### config.mk
export PLATFORM = sky130hd
export DESIGN_NAME = sv_clk_monitor
export DESIGN_NICKNAME = d
export VERILOG_FILES = /design/src/rtl/clk_mon_pkg.sv /design/src/rtl/sv_bit_sync.sv /design/src/rtl/sv_clk_monitor.sv
export SDC_FILE = /design/constraint.sdc
export NUM_CORES = 1
export LEC_CHECK = 0
export CORE_UTILIZATION = 25
export DETAILED_ROUTE_END_ITERATION = 10
export SYNTH_ARGS = -nofsm -noshare
export SYNTH_HDL_FRONTEND = slang
export SYNTH_SLANG_ARGS = --single-unit
### constraint.sdc
create_clock -name clk_in -period 7.3 [get_ports clk_in]
set_clock_uncertainty 0.1 [all_clocks]
set_input_delay 0.73 -clock clk_in [delete_from_list [all_inputs] [get_ports clk_in]]
set_output_delay 0.73 -clock clk_in [all_outputs]
set_load 0.1 [all_outputs]
### src/rtl/clk_mon_pkg.sv
// Shared types and constants for the divided-clock monitor.
package clk_mon_pkg;

  typedef enum logic [1:0] {IDLE, MEASURE, LOCKED, LOST} clk_mon_state_t;

  localparam int CLK_MON_SYNC_MIN = 2;

endpackage

### src/rtl/sv_bit_sync.sv
// Multi-flop synchroniser for a single asynchronous bit, cleared by reset_n.
module sv_bit_sync
  import clk_mon_pkg::*;
#(
  parameter int SYNC_STAGES = 2
) (
  input  logic clk_in,
  input  logic reset_n,
  input  logic i_async,
  output logic o_sync
);

  localparam int DEPTH = (SYNC_STAGES < CLK_MON_SYNC_MIN) ? CLK_MON_SYNC_MIN : SYNC_STAGES;

  logic [DEPTH-1:0] r_sync;

  // Shift the asynchronous input through the flop chain.
  always_ff @(posedge clk_in or negedge reset_n) begin
    if (!reset_n) r_sync <= '0;
    else          r_sync <= {r_sync[DEPTH-2:0], i_async};
  end

  assign o_sync = r_sync[DEPTH-1];

endmodule

### src/rtl/sv_clk_monitor.sv
// Divided-clock monitor: synchronises div_clk, emits rise/fall ticks, measures the
// rise-to-rise period in clk_in cycles and tracks lock/loss against expected_period.
// Optional feature macro CLK_MON_DUTY_EN adds the high_time output (rise-to-fall width).
module sv_clk_monitor
  import clk_mon_pkg::*;
#(
  parameter int SYNC_STAGES = 2,
  parameter int CNT_W       = 16,
  parameter int LOCK_COUNT  = 4,
  parameter int TOL         = 1,
  parameter int TIMEOUT     = 1024
) (
  input  logic             clk_in,
  input  logic             reset_n,
  input  logic             div_clk,
  input  logic [CNT_W-1:0] expected_period,
  output logic             rise_tick,
  output logic             fall_tick,
  output logic [CNT_W-1:0] period,
  output logic             period_valid,
  output logic             locked,
  output logic             lost
`ifdef CLK_MON_DUTY_EN
  ,
  output logic [CNT_W-1:0] high_time
`endif
);

  localparam logic [CNT_W-1:0] CNT_MAX = '1;
  localparam int MC_W = (LOCK_COUNT < 1) ? 1 : $clog2(LOCK_COUNT + 1);

  function automatic logic [CNT_W-1:0] sat_inc(input logic [CNT_W-1:0] v);
    return (v == CNT_MAX) ? v : v + 1'b1;
  endfunction

  // One extra bit keeps the difference free of underflow.
  function automatic logic within_tol(input logic [CNT_W-1:0] a, input logic [CNT_W-1:0] b);
    logic signed [CNT_W:0] d;
    d = $signed({1'b0, a}) - $signed({1'b0, b});
    if (d < 0) d = -d;
    return d <= $signed((CNT_W+1)'(TOL));
  endfunction

  logic             w_sync;
  logic             w_rise;
  logic             w_fall;
  logic             w_timeout;
  logic             w_match;
  logic             r_prev;
  logic             r_rise_tick;
  logic             r_fall_tick;
  logic [CNT_W-1:0] r_cnt;
  logic [CNT_W-1:0] r_period;
  logic             r_pv;
  logic             r_seen;
  clk_mon_state_t   r_state;
  logic [MC_W-1:0]  r_match_cnt;
  logic             r_locked;
  logic             r_lost;

  sv_bit_sync #(.SYNC_STAGES(SYNC_STAGES)) u_sync (
    .clk_in  (clk_in),
    .reset_n (reset_n),
    .i_async (div_clk),
    .o_sync  (w_sync)
  );

  assign w_rise    = w_sync & ~r_prev;
  assign w_fall    = ~w_sync & r_prev;
  // A rise arriving in the same cycle suppresses the timeout.
  assign w_timeout = !w_rise && (int'(r_cnt) == TIMEOUT - 1);
  assign w_match   = r_pv && (expected_period != '0) && within_tol(r_period, expected_period);

  // Edge detect on the synchronised clock; ticks are registered.
  always_ff @(posedge clk_in or negedge reset_n) begin
    if (!reset_n) begin
      r_prev      <= 1'b0;
      r_rise_tick <= 1'b0;
      r_fall_tick <= 1'b0;
    end else begin
      r_prev      <= w_sync;
      r_rise_tick <= w_rise;
      r_fall_tick <= w_fall;
    end
  end

  // Period counter: captured on each rise with a valid start point, re-armed on timeout.
  always_ff @(posedge clk_in or negedge reset_n) begin
    if (!reset_n) begin
      r_cnt    <= '0;
      r_period <= '0;
      r_pv     <= 1'b0;
      r_seen   <= 1'b0;
    end else if (w_rise) begin
      r_cnt  <= '0;
      r_seen <= 1'b1;
      r_pv   <= r_seen;
      if (r_seen) r_period <= sat_inc(r_cnt);
    end else if (w_timeout) begin
      r_cnt  <= '0;
      r_seen <= 1'b0;
      r_pv   <= 1'b0;
    end else begin
      r_cnt  <= sat_inc(r_cnt);
      r_pv   <= 1'b0;
    end
  end

  // Lock FSM acting on the registered period, with registered locked/lost flags.
  always_ff @(posedge clk_in or negedge reset_n) begin
    if (!reset_n) begin
      r_state     <= IDLE;
      r_match_cnt <= '0;
      r_locked    <= 1'b0;
      r_lost      <= 1'b0;
    end else begin
      case (r_state)
        IDLE: begin
          if (r_rise_tick) begin
            r_state     <= MEASURE;
            r_match_cnt <= '0;
          end
        end
        MEASURE: begin
          if (w_timeout) begin
            r_state     <= IDLE;
            r_match_cnt <= '0;
          end else if (r_pv) begin
            if (w_match) begin
              r_match_cnt <= r_match_cnt + 1'b1;
              if (int'(r_match_cnt) + 1 >= LOCK_COUNT) begin
                r_state  <= LOCKED;
                r_locked <= 1'b1;
              end
            end else begin
              r_match_cnt <= '0;
            end
          end
        end
        LOCKED: begin
          if (w_timeout || (r_pv && !w_match)) begin
            r_state  <= LOST;
            r_locked <= 1'b0;
            r_lost   <= 1'b1;
          end
        end
        LOST: begin
          if (w_match) begin
            r_state     <= MEASURE;
            r_match_cnt <= MC_W'(1);
            r_lost      <= 1'b0;
          end
        end
        default: begin
          r_state  <= IDLE;
          r_locked <= 1'b0;
          r_lost   <= 1'b0;
        end
      endcase
    end
  end

  assign rise_tick    = r_rise_tick;
  assign fall_tick    = r_fall_tick;
  assign period       = r_period;
  assign period_valid = r_pv;
  assign locked       = r_locked;
  assign lost         = r_lost;

`ifdef CLK_MON_DUTY_EN
  logic [CNT_W-1:0] r_hcnt;
  logic [CNT_W-1:0] r_high_time;
  logic             r_harm;

  // High-phase width: counted from a rise, captured on the following fall.
  always_ff @(posedge clk_in or negedge reset_n) begin
    if (!reset_n) begin
      r_hcnt      <= '0;
      r_high_time <= '0;
      r_harm      <= 1'b0;
    end else begin
      if (w_rise) begin
        r_hcnt <= '0;
        r_harm <= 1'b1;
      end else begin
        r_hcnt <= sat_inc(r_hcnt);
      end
      if (w_fall && r_harm) r_high_time <= sat_inc(r_hcnt);
    end
  end

  assign high_time = r_high_time;
`endif

endmodule

; Word level (Yosys, flattened, before mapping)
; Cells that the tools add are included.
[classes]
bitwise_logic = 4
reduce_logical = 18
n_eq_ne = 15
muxes = 30
addsub = 5
n_lt_le_gt_ge = 3
[op_table]
columns = cell, n
row1 = $mux 16, 3
row2 = $le 17x2->1 const B, 1
row3 = $lt 17x1->1 const B, 1
row4 = $mux 17, 1
row5 = $neg 17->17, 1
row6 = $sub 16x16->17, 1
row7 = $add 16x1->16 const B, 1
row8 = $eq 16x11->1 const B, 1
row9 = $eq 16x16->1 const B, 1
row10 = $reduce_bool 16->1, 1
row11 = $mux 3, 5
row12 = $mux 2, 7
row13 = $ne 2x2->1 const B, 7
row14 = $reduce_and 6->1, 2
row15 = $mux 1, 10
row16 = $ne 3x3->1 const B, 3
row17 = $pmux 3 s3, 1
row18 = $pmux 2 s4, 1
row19 = $reduce_bool 2->1, 3
row20 = $add 3x1->4 const B, 1
row21 = $eq 2x2->1 const B, 2
row22 = $ge 4x3->1 const B, 1
row23 = $logic_and 1x1->1, 4
row24 = $pmux 1 s2, 2
row25 = other kinds (11), 14
[totals]
inputBits = 19
output_inout_bits = 21
word_cells = 87
regBits = 46

; Longest topological paths before layout
[logic_depth]
depth_word = 10
ltp_mapped = 16
mapped_depth_nobuf = 14

; By module
; Synthesis repeated with hierarchy kept, for this count alone.
[hier_totals]
cells_unflattened = 418
area_unflattened_um2 = 3519.6
[by_module_without_submodules]
columns = module, area_per_inst_um2, cells_per_inst, seq_area_each_um2, n_inst
row1 = sv_clk_monitor, 3469.6, 416, 1101.1, 1
row2 = sv_bit_sync, 50.0, 2, 50.0, 1

; Least setup slack after synthesis
; Ideal clock, no wire load.
[synth_path]
kind = register to register
from = register r_period[0] (netlist: period[0])
to = register r_state[0]
path_slack_ns = 2.846
synth_period_minus_slack_ns = 4.454
path_stages_with_launch = 15
arrival_ns = 4.223
setup_ns = 0.131
cell_sequence = dfrtp_1 -> inv_1 -> ha_1 -> fa_1 -> nand2b_1 -> a21oi_1 -> xor2_1 -> or4_4 -> or4_4 -> o41ai_2 -> xnor2_1 -> nor2_1 -> a21o_1 -> a221oi_1 -> nand3_1
[synth_via]
elab_chain_len = 10
word_cells_on_any_way = 13
classes_between = add/sub (2) / order compare (2) / eq/ne (3) / mux (1) / reduce/logical (5)
[synth_rtl]
columns = element, line
row1 = from (decl), sv_clk_monitor.sv:53  ; logic [CNT_W-1:0] r_period;
row2 = from (signal assigned), sv_clk_monitor.sv:98  ; if (r_seen) r_period <= sat_inc(r_cnt);
row3 = $sub 16x16->17 (*), sv_clk_monitor.sv:39  ; d = $signed({1'b0, a}) - $signed({1'b0, b});
row4 = $neg 17->17 or $lt 17x1->1 (tied branches), sv_clk_monitor.sv:40  ; if (d < 0) d = -d;
row5 = $mux 17 (*), sv_clk_monitor.sv:40
row6 = $le 17x2->1 (*), sv_clk_monitor.sv:41  ; return d <= $signed((CNT_W+1)'(TOL));
row7 = $logic_and 1x1->1 (*), sv_clk_monitor.sv:72  ; assign w_match = r_pv && (expected_period != '0) && within_tol(r_period, expected_period);
row8 = $logic_not 1->1, sv_clk_monitor.sv:141  ; if (w_timeout || (r_pv && !w_match)) begin
row9 = $logic_and 1x1->1, sv_clk_monitor.sv:141
row10 = $logic_or 1x1->1, sv_clk_monitor.sv:141
row11 = $ne 2x2->1 (no line), -
row12 = $reduce_and 6->1 (no line) (*), -
row13 = to (signal assigned), sv_clk_monitor.sv:142  ; r_state <= LOST;
row14 = to (signal assigned), sv_clk_monitor.sv:149  ; r_state <= MEASURE;
row15 = to (signal assigned), sv_clk_monitor.sv:155  ; r_state <= IDLE;
row16 = to (decl), sv_clk_monitor.sv:56  ; clk_mon_state_t r_state;
; Every way passes the cells marked *; elsewhere a longest branch is shown, timed or not.
; A chain may end at the register's enable or synchronous reset.

; Worst setup path after layout
[layout_path]
from = input port expected_period[0]
to = register r_state[1]
[layout_via]
elab_chain_len = 10
word_cells_on_any_way = 15
classes_between = add/sub (2) / order compare (2) / eq/ne (3) / mux (1) / reduce/logical (7)
[layout_rtl]
columns = element, line
row1 = from (decl), sv_clk_monitor.sv:16  ; input logic [CNT_W-1:0] expected_period,
row2 = $sub 16x16->17, sv_clk_monitor.sv:39
row3 = $neg 17->17 or $lt 17x1->1 (tied branches), sv_clk_monitor.sv:40
row4 = $mux 17, sv_clk_monitor.sv:40
row5 = $le 17x2->1, sv_clk_monitor.sv:41
row6 = $logic_and 1x1->1 (*), sv_clk_monitor.sv:72
row7 = $logic_not 1->1, sv_clk_monitor.sv:141
row8 = $logic_and 1x1->1, sv_clk_monitor.sv:141
row9 = $logic_or 1x1->1, sv_clk_monitor.sv:141
row10 = $ne 2x2->1 (no line), -
row11 = $reduce_and 6->1 (no line) (*), -
; Marked as above.

==> qor.txt <==
Fillers -> 1533
CTS Buf Count -> 5
Final setup violation count -> 0
DR iter-0 viols -> 210
design area -> 4590 um^2
Final Non-Filler Cells -> 688
Synth area leaders -> dfrtp_1, ha_1, nor2_1
Worst R2R End -> r_state[1]$_DFFE_PN0P_
FP Rows -> 44
Post-synth ARST share -> 1.00
Die W -> 126 um
number of routed nets with antenna violations -> 0
cells after synthesis -> 470
first-pass GRT wire length -> 17700 um
CTS Buffer Depth -> 2
crit end category -> flop
worst slew pin tran -> 1.03 ns
vias in the first global route -> 3659
diodes inserted -> 0
clk slew on worst S/H paths -> 0.07 ns
setup repair bufs after CTS -> 0
clock latency on the worst-skew pair -> 0.29 ns
CTS root buf -> clkbuf_16
slew margin rel. -> 0.314
CTS resizes -> 0
max frequency -> 0.209 GHz
synthesized cell area -> 3850 um^2
HPWL after detailed placement -> 8120 um
Slowest-stage cell, CP -> a41oi_1
hold slack -> 0.248 ns
Fin. Hold Viols -> 0
Synth top area share -> 0.299
via count -> 3655
Max Slew Vio Count -> 0
CP startpoint kind -> input port
R2R Path Start -> period[0]$_DFFE_PN0P_
gr usage total -> 0.135
worst r2r path cells -> 14
DR vias/cell -> 5.31
Worst Path Arrival -> 4.85 ns
Starting Density -> 0.261
Synth top cells by count -> dfrtp_1, nor2_1, nand2_1, inv_1, o21ai_0
RSZ-0062 raised after global routing -> no
io pins -> 40
final wirelength -> 10300 um
Pre-antenna DRT Iters -> 5
DIE HEIGHT -> 126 um
largest net degree at the start of global routing -> 47
worst hold stages -> 0
Hold Startpoint -> u_sync.r_sync[0]$_DFF_PN0_
CTS H-Tree Depth -> 2
number of hold buffers added after CTS -> 0
critical-path maximum fanout -> 7
Synth Flop Type -> dfrtp_1
number of synthesized flops with an enable pin -> 0
worst path required time -> 7.37 ns
GP Congestion -> 0.845
Yosys warning count -> 0
sequential cell area -> 1150 um^2
maximum VDD drop -> 0.150 mV
Yosys reg bits -> 46
Synth cell types -> 69
leakage -> 1.96 nW
GR Overflow Total -> 0
Core Region -> 14800 um^2
WL/cell -> 14.9 um
placed cell count -> 680
layout cells sized above 1 -> 0.0437
Residual DRC -> 0
clock sink count -> 46
share of the yosys chip area belonging to registers -> 0.299
Power Density -> 200 nW/um^2
maxcap violations -> 0
Crit Path Class -> in2reg
hold crit path type -> reg2reg
die area -> 15900 um^2
r2r setup slk -> 2.95 ns
fin crit period -> 4.78 ns
Setup TNS -> 0 ns
Area Growth Syn to Fin -> 19.1%
CTS tree -> done
multi-input logic area -> 2530 um^2
crit-path cells -> clkdlybuf4s50_1 -> ha_1 -> fa_1 -> nand2b_1 -> a211o_1 -> a31o_2 -> a41oi_1 -> nor2_1 -> a32o_1 -> a221oi_1 -> o2111a_2 -> mux2i_1 -> or3_1 -> nand3_1
hold path endpoint -> u_sync.r_sync[1]$_DFF_PN0_
PortBufs -> 39
status -> complete, no violations
Max stage delay on crit path -> 0.53 ns
placed cell area -> 4420 um^2
Final Cycle Share -> 0.655
area leader, netlist -> dfrtp_1
Mapped Nets -> 515
initial antenna violation count -> 0
final net count -> 548
Avg Inst Size Synth -> 8.19 um^2
[state kept, by name, summed over array words and instances, names as in the netlist]
name / flops
fall_tick: 1
locked: 1
lost: 1
period: 16
period_valid: 1
r_cnt: 16
r_match_cnt: 3
r_prev: 1
r_seen: 1
r_state: 2
rise_tick: 1
u_sync.r_sync: 2
[worst max-delay path: cells and delay by family]
family	cells	cell delay (ns)
mux	1	0.34
compound gates	6	2.10
fa+ha+maj	2	0.67
simple gates	4	0.57
buf+inv	1	0.43
[layout make-up]
type                            count  share of cell area
Clock buffer                        5              0.0273
Clock inverter                      3             0.00955
Inverter                           32              0.0262
Multi-Input combinational cell    379               0.552
Sequential cell                    46               0.251
Tap cell                          184              0.0502
Timing Repair Buffer               39              0.0840
[metrics by stage]
stage	worst slack, ns	utilization	total power [W]
floorplan	2.85	-	0.000567
global placement	2.44	0.299	0.000654
detailed placement	2.28	0.299	0.000660
CTS	2.61	0.311	0.000928
global route	2.21	0.311	0.000973
finish	2.52	0.311	0.000919
[where the power goes]
group / switching [W] / internal, W
clock: 0.000100 / 0.000162
combinational: 0.000237 / 0.000125
sequential: 0.0000223 / 0.000273
[how the worst max path moves through the flow]
stage	start	endpoint	depth (start not counted)
floorplan	period[0]$_DFFE_PN0P_	r_state[0]$_DFFE_PN0P_	14
global placement	expected_period[0]	r_state[0]$_DFFE_PN0P_	14
detailed placement	expected_period[0]	r_state[1]$_DFFE_PN0P_	14
CTS	expected_period[0]	r_state[1]$_DFFE_PN0P_	14
global route	expected_period[1]	r_state[0]$_DFFE_PN0P_	14
finish	expected_period[0]	r_state[1]$_DFFE_PN0P_	14
[cell usage in the layout (no fill, tap or decap), types with 4 or more instances in the layout]
cell             count
or3_1                6
a21oi_1             28
mux2i_1              6
nor2b_1              5
a211o_1              4
o21ai_0             32
and3_1               4
a31oi_1              5
nor2_1              46
a211oi_1             4
o211ai_1             4
xnor2_1             10
nand2b_1             8
xor2_1              11
clkdlybuf4s50_1     38
nand2_1             38
nor4_1               6
o21a_1               5
ha_1                25
nand3_1             22
clkbuf_16            5
o2111ai_1            6
inv_1               32
a21o_1              11
and2_1               8
dfrtp_1             46
nand4_1             11
nor3_1               5
o22ai_1              4
a221oi_1             5
[per-layer routing]
metal | routed length [um] | track usage
met1 | 4800 | 0.170
met2 | 5050 | 0.238
met3 | 247 | 0.0153
met4 | 180 | 0.0446
met5 | 0 | 0
[kinds of logic (layout without fill, tap and decap cells)]
family | Yosys count | in the layout | synth area share
xor gates and xnor gates | 21 | 21 | 0.0478
adders and majority gates | 26 | 26 | 0.0864
and+or+nand+nor | 180 | 180 | 0.241
muxes | 7 | 7 | 0.0185
AOI/OAI and AO/OA | 145 | 145 | 0.263
buffers and inverters | 45 | 79 | 0.0439
DFF | 46 | 46 | 0.299
Power figures use the tool's default switching activity.
